### config.mk
export PLATFORM = sky130hd
export DESIGN_NAME = accum_row_fifo
export DESIGN_NICKNAME = d
export VERILOG_FILES = /design/src/rtl/accum_row_fifo_pkg.sv /design/src/rtl/accum_row_fifo_rd_skip_ctrl.sv /design/src/rtl/accum_row_fifo.sv
export SDC_FILE = /design/constraint.sdc
export NUM_CORES = 2
export LEC_CHECK = 0
export ABC_CLOCK_PERIOD_IN_PS = 6200
export CAP_MARGIN = 20
export CORE_MARGIN = 5
export CORE_UTILIZATION = 60
export CTS_CLUSTER_SIZE = 24
export DETAILED_ROUTE_END_ITERATION = 10
export GPL_ROUTABILITY_DRIVEN = 0
export PLACE_DENSITY = 0.79
export SYNTH_ARGS = -nofsm -noshare
export SYNTH_HDL_FRONTEND = slang
export SYNTH_HIERARCHICAL = 1
export SYNTH_SLANG_ARGS = --single-unit
### constraint.sdc
create_clock -name clk -period 6.2 [get_ports clk]
set_clock_uncertainty 0.2 [all_clocks]
set_input_delay 1.24 -clock clk [delete_from_list [all_inputs] [get_ports clk]]
set_output_delay 1.24 -clock clk [all_outputs]
set_load 0.005 [all_outputs]
### src/rtl/accum_row_fifo_pkg.sv
// Shared types and the lane arithmetic helper for the accumulator row FIFO.
package accum_row_fifo_pkg;

    localparam int unsigned MAX_W      = 64;
    localparam int unsigned DWIDTH_DEF = 16;
    localparam int unsigned LANES_DEF  = 4;

    typedef logic signed [DWIDTH_DEF-1:0] lane_t;
    typedef lane_t [LANES_DEF-1:0]        row_t;
    typedef logic signed [MAX_W-1:0]      wide_t;

    typedef enum logic [0:0] {StSkip, StRun} skip_st_e;

    // Operands arrive sign-extended to MAX_W, so the raw sum cannot overflow.
    function automatic wide_t sat_add(input wide_t a, input wide_t b,
                                      input int unsigned width, input bit sat);
        wide_t sum;
        wide_t hi;
        wide_t lo;
        wide_t res;
        sum = a + b;
        hi  = (wide_t'(1) <<< (width - 1)) - wide_t'(1);
        lo  = -(wide_t'(1) <<< (width - 1));
        res = (sum <<< (MAX_W - width)) >>> (MAX_W - width);
        if (sat) begin
            if (sum > hi) begin
                res = hi;
            end else if (sum < lo) begin
                res = lo;
            end else begin
                res = sum;
            end
        end
        return res;
    endfunction

endpackage

### src/rtl/accum_row_fifo_rd_skip_ctrl.sv
// Swallows the first SKIP_RD read requests after reset or flush.
module accum_row_fifo_rd_skip_ctrl
    import accum_row_fifo_pkg::*;
#(
    parameter int unsigned SKIP_RD = 1
) (
    input  logic clk,
    input  logic rst,
    input  logic clr,
    input  logic rd_en,
    output logic skip_busy,
    output logic rd_gated
);

    localparam int unsigned CW = (SKIP_RD > 1) ? $clog2(SKIP_RD) : 1;
    localparam logic [CW-1:0] LAST = CW'((SKIP_RD > 0) ? SKIP_RD - 1 : 0);
    localparam skip_st_e INIT = (SKIP_RD > 0) ? StSkip : StRun;

    skip_st_e      state_q, state_d;
    logic [CW-1:0] cnt_q, cnt_d;

    always_comb begin
        state_d   = state_q;
        cnt_d     = cnt_q;
        skip_busy = 1'b0;
        rd_gated  = 1'b0;
        unique case (state_q)
            StSkip: begin
                skip_busy = 1'b1;
                if (rd_en) begin
                    if (cnt_q == LAST) begin
                        state_d = StRun;
                        cnt_d   = '0;
                    end else begin
                        cnt_d = cnt_q + CW'(1);
                    end
                end
            end
            StRun: begin
                rd_gated = rd_en;
            end
            default: begin
                state_d = INIT;
            end
        endcase
        if (clr) begin
            state_d = INIT;
            cnt_d   = '0;
        end
    end

    always_ff @(posedge clk) begin
        if (rst) begin
            state_q <= INIT;
            cnt_q   <= '0;
        end else begin
            state_q <= state_d;
            cnt_q   <= cnt_d;
        end
    end

endmodule

### src/rtl/accum_row_fifo.sv
// Multi-lane row FIFO with tail accumulate, first-word-fall-through read and start-up skip.
module accum_row_fifo
    import accum_row_fifo_pkg::*;
#(
    parameter int unsigned DEPTH   = 8,
    parameter int unsigned LANES   = 4,
    parameter int unsigned DWIDTH  = 16,
    parameter int unsigned SKIP_RD = 1,
    parameter int unsigned AF_LVL  = DEPTH - 2,
    parameter int unsigned SAT     = 1
) (
    input  logic                          clk,
    input  logic                          rst,
    input  logic                          clr,
    input  logic                          wr_en,
    input  logic                          wr_acc,
    input  logic [LANES*DWIDTH-1:0]       din,
    input  logic                          rd_en,
    output logic [LANES*DWIDTH-1:0]       dout,
    output logic                          empty,
    output logic                          full,
    output logic                          almost_full,
    output logic [$clog2(DEPTH):0]        count,
    output logic                          skip_busy,
    output logic                          acc_err
);

    localparam int unsigned AW = $clog2(DEPTH);
    localparam int unsigned PW = AW + 1;
    localparam int unsigned RW = LANES * DWIDTH;

    logic [RW-1:0] mem_q [DEPTH];
    logic [RW-1:0] mem_d [DEPTH];
    logic [PW-1:0] wptr_q, wptr_d, rptr_q, rptr_d;
    logic          acc_err_q, acc_err_d;

    logic [AW-1:0] widx, ridx, tidx;
    logic          rd_gated, pop, wr_push, wr_accum, push_ok, acc_drop, acc_ok;
    logic [RW-1:0] acc_row;
    logic signed [DWIDTH-1:0] lane_a, lane_b;
    wide_t         lane_s;

    accum_row_fifo_rd_skip_ctrl #(
        .SKIP_RD(SKIP_RD)
    ) u_skip (
        .clk      (clk),
        .rst      (rst),
        .clr      (clr),
        .rd_en    (rd_en),
        .skip_busy(skip_busy),
        .rd_gated (rd_gated)
    );

    assign widx        = wptr_q[AW-1:0];
    assign ridx        = rptr_q[AW-1:0];
    assign tidx        = widx - AW'(1);
    assign count       = wptr_q - rptr_q;
    assign empty       = (wptr_q == rptr_q);
    assign full        = (wptr_q[AW] != rptr_q[AW]) && (widx == ridx);
    assign almost_full = (count >= PW'(AF_LVL));
    assign dout        = mem_q[ridx];
    assign acc_err     = acc_err_q;

    // An accumulate into an empty FIFO degrades to a push of din.
    assign pop      = rd_gated & ~empty;
    assign wr_push  = wr_en & (~wr_acc | empty);
    assign wr_accum = wr_en & wr_acc & ~empty;
    assign push_ok  = wr_push & (~full | pop);
    assign acc_drop = wr_accum & (count == PW'(1)) & pop;
    assign acc_ok   = wr_accum & ~acc_drop;

    always_comb begin
        acc_row = '0;
        lane_a  = '0;
        lane_b  = '0;
        lane_s  = '0;
        for (int i = 0; i < LANES; i++) begin
            lane_a = mem_q[tidx][i*DWIDTH +: DWIDTH];
            lane_b = din[i*DWIDTH +: DWIDTH];
            lane_s = sat_add(wide_t'(lane_a), wide_t'(lane_b), DWIDTH, SAT != 0);
            acc_row[i*DWIDTH +: DWIDTH] = lane_s[DWIDTH-1:0];
        end
    end

    always_comb begin
        wptr_d    = wptr_q;
        rptr_d    = rptr_q;
        mem_d     = mem_q;
        acc_err_d = 1'b0;
        if (clr) begin
            wptr_d = '0;
            rptr_d = '0;
        end else begin
            if (pop) begin
                rptr_d = rptr_q + PW'(1);
            end
            if (push_ok) begin
                mem_d[widx] = din;
                wptr_d      = wptr_q + PW'(1);
            end else if (acc_ok) begin
                mem_d[tidx] = acc_row;
            end
            acc_err_d = acc_drop;
        end
    end

    always_ff @(posedge clk) begin
        if (rst) begin
            wptr_q    <= '0;
            rptr_q    <= '0;
            acc_err_q <= 1'b0;
            for (int i = 0; i < DEPTH; i++) begin
                mem_q[i] <= '0;
            end
        end else begin
            wptr_q    <= wptr_d;
            rptr_q    <= rptr_d;
            acc_err_q <= acc_err_d;
            mem_q     <= mem_d;
        end
    end

endmodule

# Word level (Yosys, flattened, before mapping)
# Cells that the tools add are included.
dict set report op_classes {
  n_addsub 9
  n_lt_le_gt_ge 14
  eq_ne 4
  muxes 28
  bitwise_logic 19
  reduce_logical 7
}
# cell count
set ops {}
lappend ops {{$bwmux W512} 2}
lappend ops {{$mux W512} 2}
lappend ops {{$bmux W64 S3} 2}
lappend ops {{$demux W64 S3} 2}
lappend ops {{$mux W64} 6}
lappend ops {{$mux W16} 8}
lappend ops {{$add A16 B16 Y17} 4}
lappend ops {{$gt A17 B16 Y1 const B} 4}
lappend ops {{$lt A17 B16 Y1 const B} 4}
lappend ops {{$ge A4 B4 Y1 const B} 3}
lappend ops {{$not A3 Y4} 3}
lappend ops {{$add A4 B1 Y4 const B} 2}
lappend ops {{$and A1 B1 Y1} 8}
lappend ops {{$lt A4 B1 Y1 const B} 2}
lappend ops {{$mux W1} 6}
lappend ops {{$not A1 Y1} 6}
lappend ops {{$eq A4 B1 Y1 const B} 1}
lappend ops {{$eq A4 B4 Y1} 1}
lappend ops {{$ge A4 B3 Y1 const B} 1}
lappend ops {{$reduce_and A2 Y1} 2}
lappend ops {{$sub A4 B4 Y4} 1}
lappend ops {{$eq A3 B3 Y1} 1}
lappend ops {{$logic_and A1 B1 Y1} 3}
lappend ops {{$sub A3 B1 Y3 const B} 1}
lappend ops {{other kinds (5)} 6}
dict set report word_totals {
  reg_bits 523
  input_bits 70
}

# Depth between registers and ports, before layout
dict set report depth {
  ltp_word 12
  ltp_mapped 25
}

# Cells and area by module
# The synthesis kept the hierarchy.
# module instances cells_per_inst area_per_inst_um2 seq_area_each_um2
set by_module_without_submodules {}
lappend by_module_without_submodules {accum_row_fifo 1 4039 32942.8 10430.0}
lappend by_module_without_submodules {accum_row_fifo_rd_skip_ctrl 1 5 45.0 20.0}

# Worst setup path before layout
# No wires, ideal clock.
dict set report synth_path {
  kind {reg-to-reg}
  start {register wptr_q[0]}
  end {register mem_q[368] (netlist name)}
  setup_ns 0.132
  arrival_time_ns 5.136
  t_required_ns 5.868
  setup_slack_ns 0.732
  path_stages_with_launch 23
  n_path_buf 5
  period_less_slack_ns 5.468
  path_cell_list {dfxtp_1 -> inv_1 -> clkbuf_1 -> clkbuf_1 -> ha_1 -> xor2_1 -> clkbuf_1 -> nor2_1 -> clkbuf_1 -> clkbuf_1 -> a22oi_1 -> nand2_1 -> a21oi_1 -> o21ai_0 -> ha_1 -> fa_1 -> a211oi_1 -> o211ai_1 -> a41oi_2 -> o22ai_1 -> maj3_1 -> a221oi_1 -> nor3_1}
}
dict set report synth_between {
  elab_chain_cells 12
  elab_cells_between_ends 44
}
# element line_no
set synth_rtl {}
lappend synth_rtl {{start, declared} accum_row_fifo.sv:34} ;# logic [PW-1:0] wptr_q, wptr_d, rptr_q, rptr_d;
lappend synth_rtl {{start signal, assigned} accum_row_fifo.sv:116} ;# wptr_q <= wptr_d;
lappend synth_rtl {{$sub A3 B1 Y3 (*)} accum_row_fifo.sv:56} ;# assign tidx = widx - AW'(1);
lappend synth_rtl {{net tidx[0]} accum_row_fifo.sv:37} ;# logic [AW-1:0] widx, ridx, tidx;
lappend synth_rtl {{$not A3 Y4 (not written as such) (*)} {accum_row_fifo.sv:78, accum_row_fifo.sv:101}}
lappend synth_rtl {{$bmux W64 S3} accum_row_fifo.sv:78} ;# lane_a = mem_q[tidx][i*DWIDTH +: DWIDTH];
lappend synth_rtl {{$mux W64 (not written as such) (2 in series)} accum_row_fifo.sv:78}
lappend synth_rtl {{$add A16 B16 Y17} accum_row_fifo_pkg.sv:21} ;# sum = a + b;
lappend synth_rtl {{$lt A17 B16 Y1} accum_row_fifo_pkg.sv:28} ;# end else if (sum < lo) begin
lappend synth_rtl {{$mux W16} accum_row_fifo_pkg.sv:28}
lappend synth_rtl {{$mux W16} accum_row_fifo_pkg.sv:26} ;# if (sum > hi) begin
lappend synth_rtl {{$bwmux W512 (*)} accum_row_fifo.sv:101} ;# mem_d[tidx] = acc_row;
lappend synth_rtl {{$mux W512 (*)} accum_row_fifo.sv:100} ;# end else if (acc_ok) begin
lappend synth_rtl {{$mux W512 (*)} accum_row_fifo.sv:97} ;# if (push_ok) begin
lappend synth_rtl {{end signal, assigned} accum_row_fifo.sv:119} ;# mem_q <= mem_d;
lappend synth_rtl {{end, declared} accum_row_fifo.sv:32} ;# logic [RW-1:0] mem_q [DEPTH];
# Mark *: on every way through the listed nets, which the timed path passes. The rest lies on a longest branch. The select of a mux whose other input is x is not followed.
# A chain may end at the register's enable or synchronous reset.

# Worst setup path after layout
dict set report layout_path {
  start {register wptr_q[1]}
  end {register mem_q[110] (netlist name)}
}
dict set report layout_between {
  elab_chain_cells 12
  elab_cells_between_ends 44
}
# element line_no
set layout_rtl {}
lappend layout_rtl {{$sub A3 B1 Y3} accum_row_fifo.sv:56}
lappend layout_rtl {{$not A3 Y4 (not written as such)} {accum_row_fifo.sv:78, accum_row_fifo.sv:101}}
lappend layout_rtl {{$bmux W64 S3} accum_row_fifo.sv:78}
lappend layout_rtl {{$mux W64 (2 in series)} --}
lappend layout_rtl {{$add A16 B16 Y17} accum_row_fifo_pkg.sv:21}
lappend layout_rtl {{$lt A17 B16 Y1} accum_row_fifo_pkg.sv:28}
lappend layout_rtl {{$mux W16} accum_row_fifo_pkg.sv:28}
lappend layout_rtl {{$mux W16} accum_row_fifo_pkg.sv:26}
lappend layout_rtl {{$bwmux W512} accum_row_fifo.sv:101}
lappend layout_rtl {{$mux W512} accum_row_fifo.sv:100}
lappend layout_rtl {{$mux W512} accum_row_fifo.sv:97}
# Several ways; a longest one is shown, not always the timed one. The select of a mux whose other input is x is not followed.

==> flow_metrics.tcl <==
set metrics [dict create \
    numCtsBuffers 56 \
    grt_max_degree 201 \
    die-height_um 244 \
    final_cell_mix "dfxtp_1, o21ai_0, nand2_1" \
    dpl_cell_area_um2 34800 \
    synth_async_sr_flop_share_pct 0 \
    drc 0 \
    clock_sinks 522 \
    first_pass_iters 7 \
    cts-root-buf "clkbuf_16" \
    synth_warnings 6 \
    synth_edf_count 0 \
    internal_power_mw 6.03 \
    synth_compound_area_share_pct 33.7 \
    power_switching_mw 2.82 \
    final_area_um2 36700 \
    ir_drop_uv 230 \
    rsz0062_at_grt "no" \
    max_slew_margin_pct 12.6 \
    slew_viol_final 0 \
    crit_arrival_ps 6180 \
    dieArea_um2 59800 \
    final_layout_size_suffix_gt1_share_pct 12.1 \
    synthMuxAreaShare_pct 11.8 \
    cts_tree "done" \
    worstPathRequired_ps 6480 \
    whs_endpoint "mem_q[157]$_SDFFE_PP0P_" \
    final_nets 4070 \
    antenna_found_initial 4 \
    chipWidth_um 244 \
    fin_tns_setup_ps 0 \
    synthToLayoutAreaGrowth_pct 11.1 \
    cts_setup_buffers 0 \
    fin_crit_sh_pct 95.2 \
    htree_levels 2 \
    synthFlopType "dfxtp_1" \
    reg2reg_depth 20 \
    min-delay-start "mem_q[157]$_SDFFE_PP0P_" \
    synth_top_family_by_area "compound AO/OA/AOI/OAI gates" \
    clkPwrFrac_pct 39.8 \
    hp-class "reg2reg" \
    design.core.area_um2 54800 \
    fmax_mhz 169 \
    ant_nets 0 \
    num_vias 36365 \
    ys_types 94 \
    wl_per_cell_um 29.9 \
    seqPwrFrac_pct 39.7 \
    overflow 0 \
    p_per_area_nw_per_um2 241 \
    nFillCells 4506 \
    syn_nets 4189 \
    setup_viol 0 \
    clkTransAtPathRegs_ps 70 \
    critical_path.most_common_cell "nand2_1" \
    slowest_stage "a21oi_4" \
    ys_ff_latch 522 \
    path_buf_inv 4 \
    start_util_pct 60.2 \
    synth_seq_area_share_pct 31.7 \
    cts_resized 0 \
    routed_wl_um 140000 \
    p_comb_share_pct 20.5 \
    synth-xor-area-share_pct 1.54 \
    p_leak_nw 12.9 \
    first_global_vias 34493 \
    clock_path_buffers 3 \
    min_period_ps 5900 \
    startpoint_type "register" \
    end_kind "register" \
    crit_type "reg2reg" \
    first_iter_violations 7051 \
    hold_viol 0 \
    grtUsageTotal_pct 44.1 \
    reg2reg_slack_ps 300 \
    io_pins 143 \
    cpPeakStageDelay_ps 680 \
    grt_pass1_wl_um 207000 \
    numPortBuffers 142 \
    worst_pin_slew_ps 1310 \
    r2r_start "wptr_q[1]$_SDFFE_PP0P_" \
    status "finished, final reports clean" \
    via_per_inst 7.78 \
    hold-path-cell-count 2 \
    synthSimpleGateAreaFrac_pct 12.3 \
    syn_inst 4044 \
    layout_commonest_cell "dfxtp_1" \
    synth_adder_area_share_pct 3.21 \
    sw_frac_of_total_pct 31.9 \
    netlist_area_um2 33000 \
    crit_path_cell_trace "inv_1 -> ha_4 -> buf_4 -> nand2_1 -> nor2_4 -> buf_12 -> a22oi_1 -> nand2_1 -> a21oi_1 -> o21ai_0 -> ha_1 -> nor2b_1 -> o31a_1 -> o2111ai_1 -> nand2_1 -> o21ai_2 -> buf_4 -> nor2_4 -> a21oi_4 -> a31oi_1" \
    placementRows 86 \
    maxCapViolCount 0 \
    hpwlAfterDp_um 78800 \
    reg2reg_to "mem_q[110]$_SDFFE_PP0P_" \
    crit_fanout 26 \
    crit_family "compound AO/OA/AOI/OAI gates" \
    insertion_delay_ps 640 \
    syn_avg_cell_area_um2 8.16 \
    cts_hold_buf 0 \
]
[sequential cells by signal (all words and copies together) (netlist names)]
| register | cells |
|---|---|
| acc_err | 1 |
| u_skip/state_q | 1 |
| rptr_q | 4 |
| wptr_q | 4 |
| mem_q | 512 |
[stage by stage]
| step | cells | power (mW) | util [%] | setup slack (ps) | hold slack [ps] |
|---|---|---|---|---|---|
| after global placement | 4570 | 5.27 | 63.5 | 749 | 265 |
| after floorplan | 4044 | 4.68 | - | 732 | 250 |
| after CTS | 4670 | 8.72 | 66.9 | 580 | 288 |
| after global routing | 4674 | 9.02 | 66.9 | 234 | 313 |
| final | 4675 | 8.85 | 66.9 | 300 | 294 |
| after detailed placement | 4570 | 5.29 | 63.5 | 621 | 280 |
[kinds of logic (layout without fill, tap and decap cells)]
group                      Yosys count  in the layout
AOI/OAI and AO/OA                 1736           1736
and+or+nand+nor                    971            971
DFF                                522            522
buffers and inverters              473            396
muxes                              203            203
adders and majority gates           83             83
xor gates and xnor gates            56             56
other                                0              4
[how the worst max path moves through the flow]
stage	start	endpoint	slack, ps	cells after the start
global route	wptr_q[1]$_SDFFE_PP0P_	mem_q[377]$_SDFFE_PP0P_	230	19
CTS	wptr_q[1]$_SDFFE_PP0P_	mem_q[110]$_SDFFE_PP0P_	580	20
finish	wptr_q[1]$_SDFFE_PP0P_	mem_q[110]$_SDFFE_PP0P_	300	20
detailed placement	wptr_q[1]$_SDFFE_PP0P_	mem_q[110]$_SDFFE_PP0P_	620	20
global placement	wptr_q[1]$_SDFFE_PP0P_	mem_q[110]$_SDFFE_PP0P_	750	20
floorplan	wptr_q[0]$_SDFFE_PP0P_	mem_q[368]$_SDFFE_PP0P_	730	22
[layout make-up]
type / instances / area, µm² / share of cell area, %
multi-input combinational: 3049 / 20900 / 56.9
sequential: 522 / 10500 / 28.6
timing repair buffer: 267 / 2440 / 6.66
clock buffer: 84 / 1650 / 4.50
tap: 704 / 881 / 2.40
clock inverter: 16 / 218 / 0.594
inverter: 29 / 118 / 0.321
antenna: 4 / 10.0 / 0.0273
[power by group through the flow]
stage | Combinational [mW] | Sequential [mW] | Clock (mW)
after CTS | 1.71 | 3.51 | 3.49
after global placement | 1.69 | 3.58 | 0
after floorplan | 1.12 | 3.56 | 0
final | 1.82 | 3.51 | 3.52
after detailed placement | 1.70 | 3.58 | 0
after global routing | 1.87 | 3.52 | 3.63
[cell usage after synthesis (all sizes together) (5+ instances only)]
library cell | count | area share, %
nand4 | 7 | 0.13
o21a | 17 | 0.39
o31ai | 5 | 0.13
nor2b | 13 | 0.25
maj3 | 8 | 0.25
o211ai | 7 | 0.16
nor2 | 346 | 4.0
and2 | 10 | 0.19
a221o | 10 | 0.30
mux2i | 50 | 1.5
ha | 70 | 2.7
a311oi | 9 | 0.24
fa | 5 | 0.30
clkbuf | 283 | 3.2
and3 | 20 | 0.41
nand2 | 459 | 5.2
a22o | 9 | 0.24
buf | 161 | 2.2
xnor2 | 33 | 0.93
nor3 | 59 | 0.94
mux4 | 149 | 10
a221oi | 172 | 4.6
nand3 | 22 | 0.33
a31oi | 80 | 1.5
o21ai | 539 | 8.3
dfxtp | 522 | 32
a22oi | 364 | 8.4
inv | 29 | 0.33
a211oi | 29 | 0.74
nor3b | 5 | 0.14
xor2 | 23 | 0.61
nand2b | 11 | 0.21
a21o | 12 | 0.27
a21boi | 5 | 0.15
a21oi | 438 | 7.1
[tightest hold or removal path: cells and delay by family (launching register included)]
kind | cells | cell delay (ps)
AO/OA/AOI/OAI | 1 | 50
flip-flops | 1 | 320
AND/OR/NAND/NOR | 1 | 70
[routing by layer]
| metal | track usage [%] | vias to the layer above | part of all wire (%) |
|---|---|---|---|
| li1 | - | 15006 | - |
| met1 | 54.8 | 16509 | 33 |
| met2 | 63.6 | 3686 | 40 |
| met3 | 15.5 | 1162 | 17 |
| met4 | 31.8 | 2 | 9.5 |
| met5 | 0 | - | 0.011 |
Power figures use the tool's default switching activity.
